File: config.mk
export PLATFORM = sky130hd
export DESIGN_NAME = cm0_fetch_unit
export DESIGN_NICKNAME = d
export VERILOG_FILES = /design/src/rtl/cm0_pkg.sv /design/src/rtl/cm0_if_id_reg.sv /design/src/rtl/cm0_fetch_unit.sv
export SDC_FILE = /design/constraint.sdc
export NUM_CORES = 1
export LEC_CHECK = 0
export BUFFER_PORTS_ARGS = -buffer_cell sky130_fd_sc_hd__buf_2
export CAP_MARGIN = 20
export CORE_UTILIZATION = 30
export CTS_CLUSTER_DIAMETER = 150
export DETAILED_ROUTE_END_ITERATION = 8
export PLACE_DENSITY = 0.53
export SETUP_SLACK_MARGIN = 0.4
export SYNTH_ARGS = -nofsm -noshare
export SYNTH_HDL_FRONTEND = slang
export SYNTH_SLANG_ARGS = --single-unit
export TNS_END_PERCENT = 5
File: constraint.sdc
create_clock -name clk -period 2.4 [get_ports clk]
set_clock_uncertainty 0.05 [all_clocks]
set_input_delay 0 -clock clk [delete_from_list [all_inputs] [get_ports clk]]
set_output_delay 0 -clock clk [all_outputs]
set_load 0.005 [all_outputs]
File: src/rtl/cm0_pkg.sv
// Shared Cortex-M0 pipeline definitions: fetch FSM encoding, reset vector,
// and the bit positions of the low-register fields inside a Thumb halfword.
package cm0_pkg;

    typedef enum logic [1:0] {
        IDLE  = 2'd0,
        FETCH = 2'd1,
        DRAIN = 2'd2,
        HOLD  = 2'd3
    } fetch_state_t;

    localparam logic [31:0] CM0_RESET_PC_DEFAULT = 32'h0000_0000;

    localparam int RS1_LSB = 3;
    localparam int RS2_LSB = 6;

endpackage

File: src/rtl/cm0_if_id_reg.sv
// IF/ID pipeline register plus a one-entry hold buffer that parks a fetch
// which completed while the pipeline was stalled.
module cm0_if_id_reg
    import cm0_pkg::*;
(
    input  logic        clk,
    input  logic        rst_n,
    input  logic        i_load,
    input  logic        i_load_buf,
    input  logic        i_squash,
    input  logic        i_buf_wr,
    input  logic        i_buf_clr,
    input  logic [15:0] i_instr,
    input  logic [31:0] i_pc,
    output logic        o_valid,
    output logic [15:0] o_instr,
    output logic [31:0] o_pc,
    output logic [3:0]  o_rs1,
    output logic [3:0]  o_rs2
);

    logic        r_valid;
    logic [15:0] r_instr;
    logic [31:0] r_pc;
    logic        r_buf_full;
    logic [15:0] r_buf_instr;
    logic [31:0] r_buf_pc;

    always_ff @(posedge clk or negedge rst_n) begin
        if (!rst_n) begin
            r_valid     <= 1'b0;
            r_instr     <= 16'h0000;
            r_pc        <= 32'h0000_0000;
            r_buf_full  <= 1'b0;
            r_buf_instr <= 16'h0000;
            r_buf_pc    <= 32'h0000_0000;
        end else begin
            // Squash only drops valid; stale instr/pc are harmless once invalid.
            if (i_squash) begin
                r_valid <= 1'b0;
            end else if (i_load) begin
                r_valid <= 1'b1;
                r_instr <= i_instr;
                r_pc    <= i_pc;
            end else if (i_load_buf && r_buf_full) begin
                r_valid <= 1'b1;
                r_instr <= r_buf_instr;
                r_pc    <= r_buf_pc;
            end

            if (i_buf_wr) begin
                r_buf_full  <= 1'b1;
                r_buf_instr <= i_instr;
                r_buf_pc    <= i_pc;
            end else if (i_buf_clr || i_load_buf) begin
                r_buf_full <= 1'b0;
            end
        end
    end

    assign o_valid = r_valid;
    assign o_instr = r_instr;
    assign o_pc    = r_pc;
    assign o_rs1   = {1'b0, r_instr[RS1_LSB +: 3]};
    assign o_rs2   = {1'b0, r_instr[RS2_LSB +: 3]};

endmodule

File: src/rtl/cm0_fetch_unit.sv
// Thumb instruction-fetch front end: req/ack fetch FSM, PC and redirect
// tracking, feeding the IF/ID register under hazard-unit stall/flush control.
module cm0_fetch_unit
    import cm0_pkg::*;
#(
    parameter logic [31:0] RESET_PC = CM0_RESET_PC_DEFAULT
) (
    input  logic        clk,
    input  logic        rst_n,
    input  logic        stall,
    input  logic        flush,
    input  logic [31:0] branch_target,
    output logic        imem_req,
    output logic [31:0] imem_addr,
    input  logic        imem_ack,
    input  logic [15:0] imem_rdata,
    output logic        if_id_valid,
    output logic [15:0] if_id_instr,
    output logic [31:0] if_id_pc,
    output logic [3:0]  if_id_rs1,
    output logic [3:0]  if_id_rs2
);

    localparam logic [31:0] PC_INIT = RESET_PC & ~32'd1;

    fetch_state_t r_state, w_next_state;
    logic [31:0]  r_pc, w_pc_next;
    logic [31:0]  r_redir, w_redir_next;
    logic         r_req;
    logic [31:0]  w_pc_inc;
    logic [31:0]  w_target;
    logic         w_load, w_load_buf, w_squash, w_buf_wr, w_buf_clr;

    assign w_pc_inc = r_pc + 32'd2;
    assign w_target = branch_target & ~32'd1;

    always_comb begin
        w_next_state = r_state;
        w_pc_next    = r_pc;
        w_redir_next = r_redir;
        w_load       = 1'b0;
        w_load_buf   = 1'b0;
        w_squash     = 1'b0;
        w_buf_wr     = 1'b0;
        w_buf_clr    = 1'b0;
        case (r_state)
            IDLE: begin
                w_next_state = FETCH;
            end
            FETCH: begin
                if (flush) begin
                    w_squash = 1'b1;
                    if (imem_ack) begin
                        w_pc_next = w_target;
                    end else begin
                        // Request must stay stable until acked; remember where to go.
                        w_redir_next = w_target;
                        w_next_state = DRAIN;
                    end
                end else if (stall) begin
                    if (imem_ack) begin
                        w_buf_wr     = 1'b1;
                        w_pc_next    = w_pc_inc;
                        w_next_state = HOLD;
                    end
                end else if (imem_ack) begin
                    w_load    = 1'b1;
                    w_pc_next = w_pc_inc;
                end else begin
                    w_squash = 1'b1;
                end
            end
            DRAIN: begin
                if (flush) begin
                    w_redir_next = w_target;
                end
                if (imem_ack) begin
                    w_pc_next    = flush ? w_target : r_redir;
                    w_next_state = FETCH;
                end
            end
            HOLD: begin
                if (flush) begin
                    w_buf_clr    = 1'b1;
                    w_squash     = 1'b1;
                    w_pc_next    = w_target;
                    w_next_state = FETCH;
                end else if (!stall) begin
                    w_load_buf   = 1'b1;
                    w_next_state = FETCH;
                end
            end
            default: begin
                w_next_state = IDLE;
            end
        endcase
    end

    always_ff @(posedge clk or negedge rst_n) begin
        if (!rst_n) begin
            r_state <= IDLE;
            r_pc    <= PC_INIT;
            r_redir <= PC_INIT;
            r_req   <= 1'b0;
        end else begin
            r_state <= w_next_state;
            r_pc    <= w_pc_next;
            r_redir <= w_redir_next;
            r_req   <= (w_next_state == FETCH) || (w_next_state == DRAIN);
        end
    end

    assign imem_req  = r_req;
    assign imem_addr = r_pc;

    cm0_if_id_reg u_if_id (
        .clk        (clk),
        .rst_n      (rst_n),
        .i_load     (w_load),
        .i_load_buf (w_load_buf),
        .i_squash   (w_squash),
        .i_buf_wr   (w_buf_wr),
        .i_buf_clr  (w_buf_clr),
        .i_instr    (imem_rdata),
        .i_pc       (r_pc),
        .o_valid    (if_id_valid),
        .o_instr    (if_id_instr),
        .o_pc       (if_id_pc),
        .o_rs1      (if_id_rs1),
        .o_rs2      (if_id_rs2)
    );

endmodule

==> flow_metrics.env <==
export IMPL_clk_insertion_delay_late_ns=0.43
export IMPL_required_ns=2.66
export IMPL_seq_area_frac_synth=0.507
export IMPL_crit_chain="buf_4 -> nand3_1 -> a21bo_2 -> o21ai_0 -> and3_1 -> a221o_1"
export IMPL_hp_class="input port to async pin"
export IMPL_grt_max_degree=57
export IMPL_clock_root_buffer="clkbuf_16"
export IMPL_ys_warn_count=0
export IMPL_n_fill_cell=2615
export IMPL_die_area_sq_um=27800
export IMPL_cts_buffers=17
export IMPL_layout_nets=1009
export IMPL_fin_crit_ns=1.99
export IMPL_regArea_sq_um=4140
export IMPL_design_core_area_sq_um=26400
export IMPL_slew_violations=0
export IMPL_critPathArrivalTime_ns=2.26
export IMPL_cp_max_fo=23
export IMPL_first_pass_iters=5
export IMPL_dieHeight_um=167
export IMPL_overflow=0
export IMPL_max_freq_mhz=502
export IMPL_cp_num_cells=6
export IMPL_setup_violations=0
export IMPL_synth_compound_area_share=0.161
export IMPL_slowest_delay_ns=0.39
export IMPL_status="completed"
export IMPL_finalWeightedCongestion=0.786
export IMPL_diodes=0
export IMPL_critPathTopFamily="compound AO/OA/AOI/OAI gates"
export IMPL_synth_cell_types=63
export IMPL_min_period_over_period=0.830
export IMPL_dpl_hpwl_mm=15.6
export IMPL_drt_total_wl_mm=22.7
export IMPL_critPathKind="register to register"
export IMPL_postPlaceCellArea_sq_um=9340
export IMPL_r2r_cells=6
export IMPL_pwr_share_clk=0.266
export IMPL_hold_viol_final=0
export IMPL_power_density_nw_per_um2=1000
export IMPL_irDropWorstVdd_mv=0.468
export IMPL_synth_simple_area_share=0.109
export IMPL_postSynthAreaPerCell_sq_um=10.6
export IMPL_area_growth_pct=28.8
export IMPL_clockBufferDepth=2
export IMPL_synth_area_sq_um=8150
export IMPL_io_buffers=139
export IMPL_pwr_share_comb=0.294
export IMPL_p_seq_frac=0.440
export IMPL_end_kind="register"
export IMPL_drive_gt1_frac=0.332
export IMPL_clk_pin_slew_ns=0.07
export IMPL_multi_input_area_sq_um=3710
export IMPL_synth_ff_type="dfrtp_1"
export IMPL_drc=0
export IMPL_grt_pass1_wl_mm=36.5
export IMPL_drv_cap=0
export IMPL_synth_edf_count=0
export IMPL_grt_pass1_vias=6444
export IMPL_rrSetupSlack_ns=0.41
export IMPL_p_leak_nw=4.74
export IMPL_final_cell_area_sq_um=10500
export IMPL_path_buf_inv=1
export IMPL_grtUsageTotal=0.167
export IMPL_slew_headroom=0.613
export IMPL_cts_tree="yes"
export IMPL_p_int_mw=7.07
export IMPL_worst_slew_pin_slew_ns=0.581
export IMPL_via_per_inst=5.10
export IMPL_grt_antenna_before_repair=0
export IMPL_htree_levels=4
export IMPL_slowest_stage="dfrtp_1"
export IMPL_finalSetupTns_ns=0
export IMPL_sw_frac_of_total=0.328
export IMPL_wl_per_cell_um=17.4
export IMPL_synth_seq_cells=165
export IMPL_synth_fa_ha_area_frac=0.00154
export IMPL_p_switching_mw=3.45
export IMPL_async_flop_share=1.00
export IMPL_ios=143
export IMPL_clock_sinks=165
export IMPL_ant_nets=0
export IMPL_die_w_um=167
export IMPL_synth_top_family_by_area="multiplexers"
export IMPL_yosys_area_share_xor_xnor=0.00322
export IMPL_dr_total_vias=6641
export IMPL_drt_iter0_markers=375
export IMPL_syn_inst=772
export IMPL_rsz0062_at_grt="yes"
export IMPL_worst_setup_path_start_kind="register"
export IMPL_synth_mux_area_frac=0.173
export IMPL_initial_utilization=0.309
export IMPL_row_count=59
## synth_stat cells (5+ instances only)
master / instances / area (sq um)
o21a_1: 8 / 60.1
a21oi_1: 82 / 410
a22oi_1: 6 / 45.0
and4_1: 6 / 52.6
nand2_1: 36 / 135
o221ai_1: 6 / 52.6
a2bb2oi_1: 5 / 43.8
nor2_1: 73 / 274
o22ai_1: 14 / 87.6
buf_4: 9 / 67.6
nor3_1: 12 / 60.1
and3_1: 7 / 43.8
a31oi_1: 5 / 31.3
nand3_1: 12 / 60.1
mux2i_1: 53 / 531
clkbuf_1: 26 / 97.6
mux2_2: 78 / 878
o21ai_0: 52 / 260
buf_1: 6 / 22.5
buf_2: 21 / 105
nand4_1: 9 / 56.3
dfrtp_1: 165 / 4130
inv_1: 9 / 33.8
## cells in the final DEF, fill, tap and decap left out, types with 6 or more instances in the layout
| cell type | count |
|---|---|
| a22oi_1 | 6 |
| nand4_1 | 9 |
| nor2_1 | 72 |
| nor3_1 | 11 |
| dfrtp_1 | 158 |
| mux2_2 | 78 |
| buf_4 | 31 |
| and3_1 | 7 |
| a21oi_1 | 82 |
| o22ai_1 | 14 |
| dfrtp_2 | 7 |
| o21ai_0 | 52 |
| dlygate4sd3_1 | 49 |
| o21a_1 | 8 |
| buf_12 | 8 |
| inv_1 | 9 |
| clkbuf_16 | 17 |
| nand2_1 | 36 |
| mux2i_1 | 52 |
| buf_2 | 138 |
| nand3_1 | 12 |
| o221ai_1 | 6 |
## worst paths after layout
| check | startpoint | endpoint |
|---|---|---|
| worst max-delay path | r_state[0]$_DFF_PN0_ | imem_addr[30]$_DFFE_PN0P_ |
| worst min-delay path | rst_n | u_if_id.r_buf_instr[7]$_DFFE_PN0P_ |
| worst max register to register | r_state[0]$_DFF_PN0_ | imem_addr[30]$_DFFE_PN0P_ |
| worst min register to register | u_if_id.o_valid$_DFFE_PN0P_ | u_if_id.o_valid$_DFFE_PN0P_ |
| max in group asynchronous | rst_n | imem_addr[15]$_DFFE_PN0P_ |
| min in group clk | imem_ack | r_state[0]$_DFF_PN0_ |
## logic make-up after synthesis
kind of cell,Yosys count
AO/OA/AOI/OAI,216
XOR/XNOR,3
adder cells (fa/ha/maj),1
buffers and inverters,76
flip-flops,165
multiplexers,131
other,1
AND/OR/NAND/NOR,179
## layer usage
layer	track usage	share of wire
met2	0.266	0.47
met3	0.0304	0.041
met5	0	0
met4	0.0455	0.0096
met1	0.232	0.48
## stage by stage
| step | hold slack, ns | utilization | power [mW] | setup WS [ns] | cells |
|---|---|---|---|---|---|
| 2_1_floorplan | -0.346 | - | 6.38 | 0.541 | 773 |
| 3_3_place_gp | -0.0364 | 0.354 | 7.62 | 0.274 | 1218 |
| 3_5_place_dp | -0.0369 | 0.354 | 7.70 | 0.254 | 1218 |
| 4_1_cts | 0.0693 | 0.396 | 10.6 | 0.329 | 1300 |
| 5_1_grt | 0.0896 | 0.398 | 11.2 | 0.299 | 1303 |
| 6_report | 0.0572 | 0.398 | 10.5 | 0.408 | 1303 |
## repair_timing
action / CTS / global route
pin swaps: 1 / 3
hold buffers: 49 / 0
hold endpoints to repair: 185 / 0
gates resized for setup: 5 / 11
setup buffers: 1 / 3
endpoints found under the setup margin: 66 / 93
## power by group through the flow
stage / registers (mW) / logic, mW / clock network [mW]
after CTS: 4.62 / 3.11 / 2.88
after global placement: 4.63 / 2.99 / 0
after global routing: 4.80 / 3.46 / 2.99
after detailed placement: 4.67 / 3.03 / 0
after floorplan: 4.52 / 1.86 / 0
final: 4.63 / 3.09 / 2.80
## final cells by class
class | count | area share
Clock buffer | 19 | 0.0431
Clock inverter | 13 | 0.0137
Inverter | 11 | 0.00393
Multi-Input combinational cell | 532 | 0.353
Sequential cell | 165 | 0.394
Tap cell | 335 | 0.0399
Timing Repair Buffer | 228 | 0.152
## flip-flops by register name, summed over array words and instances, names as in the netlist
| register | count |
|---|---|
| u_if_id.o_valid | 1 |
| u_if_id.o_instr | 16 |
| r_state | 2 |
| u_if_id.r_buf_pc | 32 |
| u_if_id.o_pc | 32 |
| u_if_id.r_buf_full | 1 |
| r_redir | 32 |
| u_if_id.r_buf_instr | 16 |
| imem_addr | 32 |
| imem_req | 1 |
## worst reg2reg max path, stage by stage, from the launching register on
cell,delay [ns]
dfrtp_1,0.39
buf_4,0.23
nand3_1,0.35
a21bo_2,0.20
o21ai_0,0.18
and3_1,0.23
a221o_1,0.25
Power figures use the tool's default switching activity.
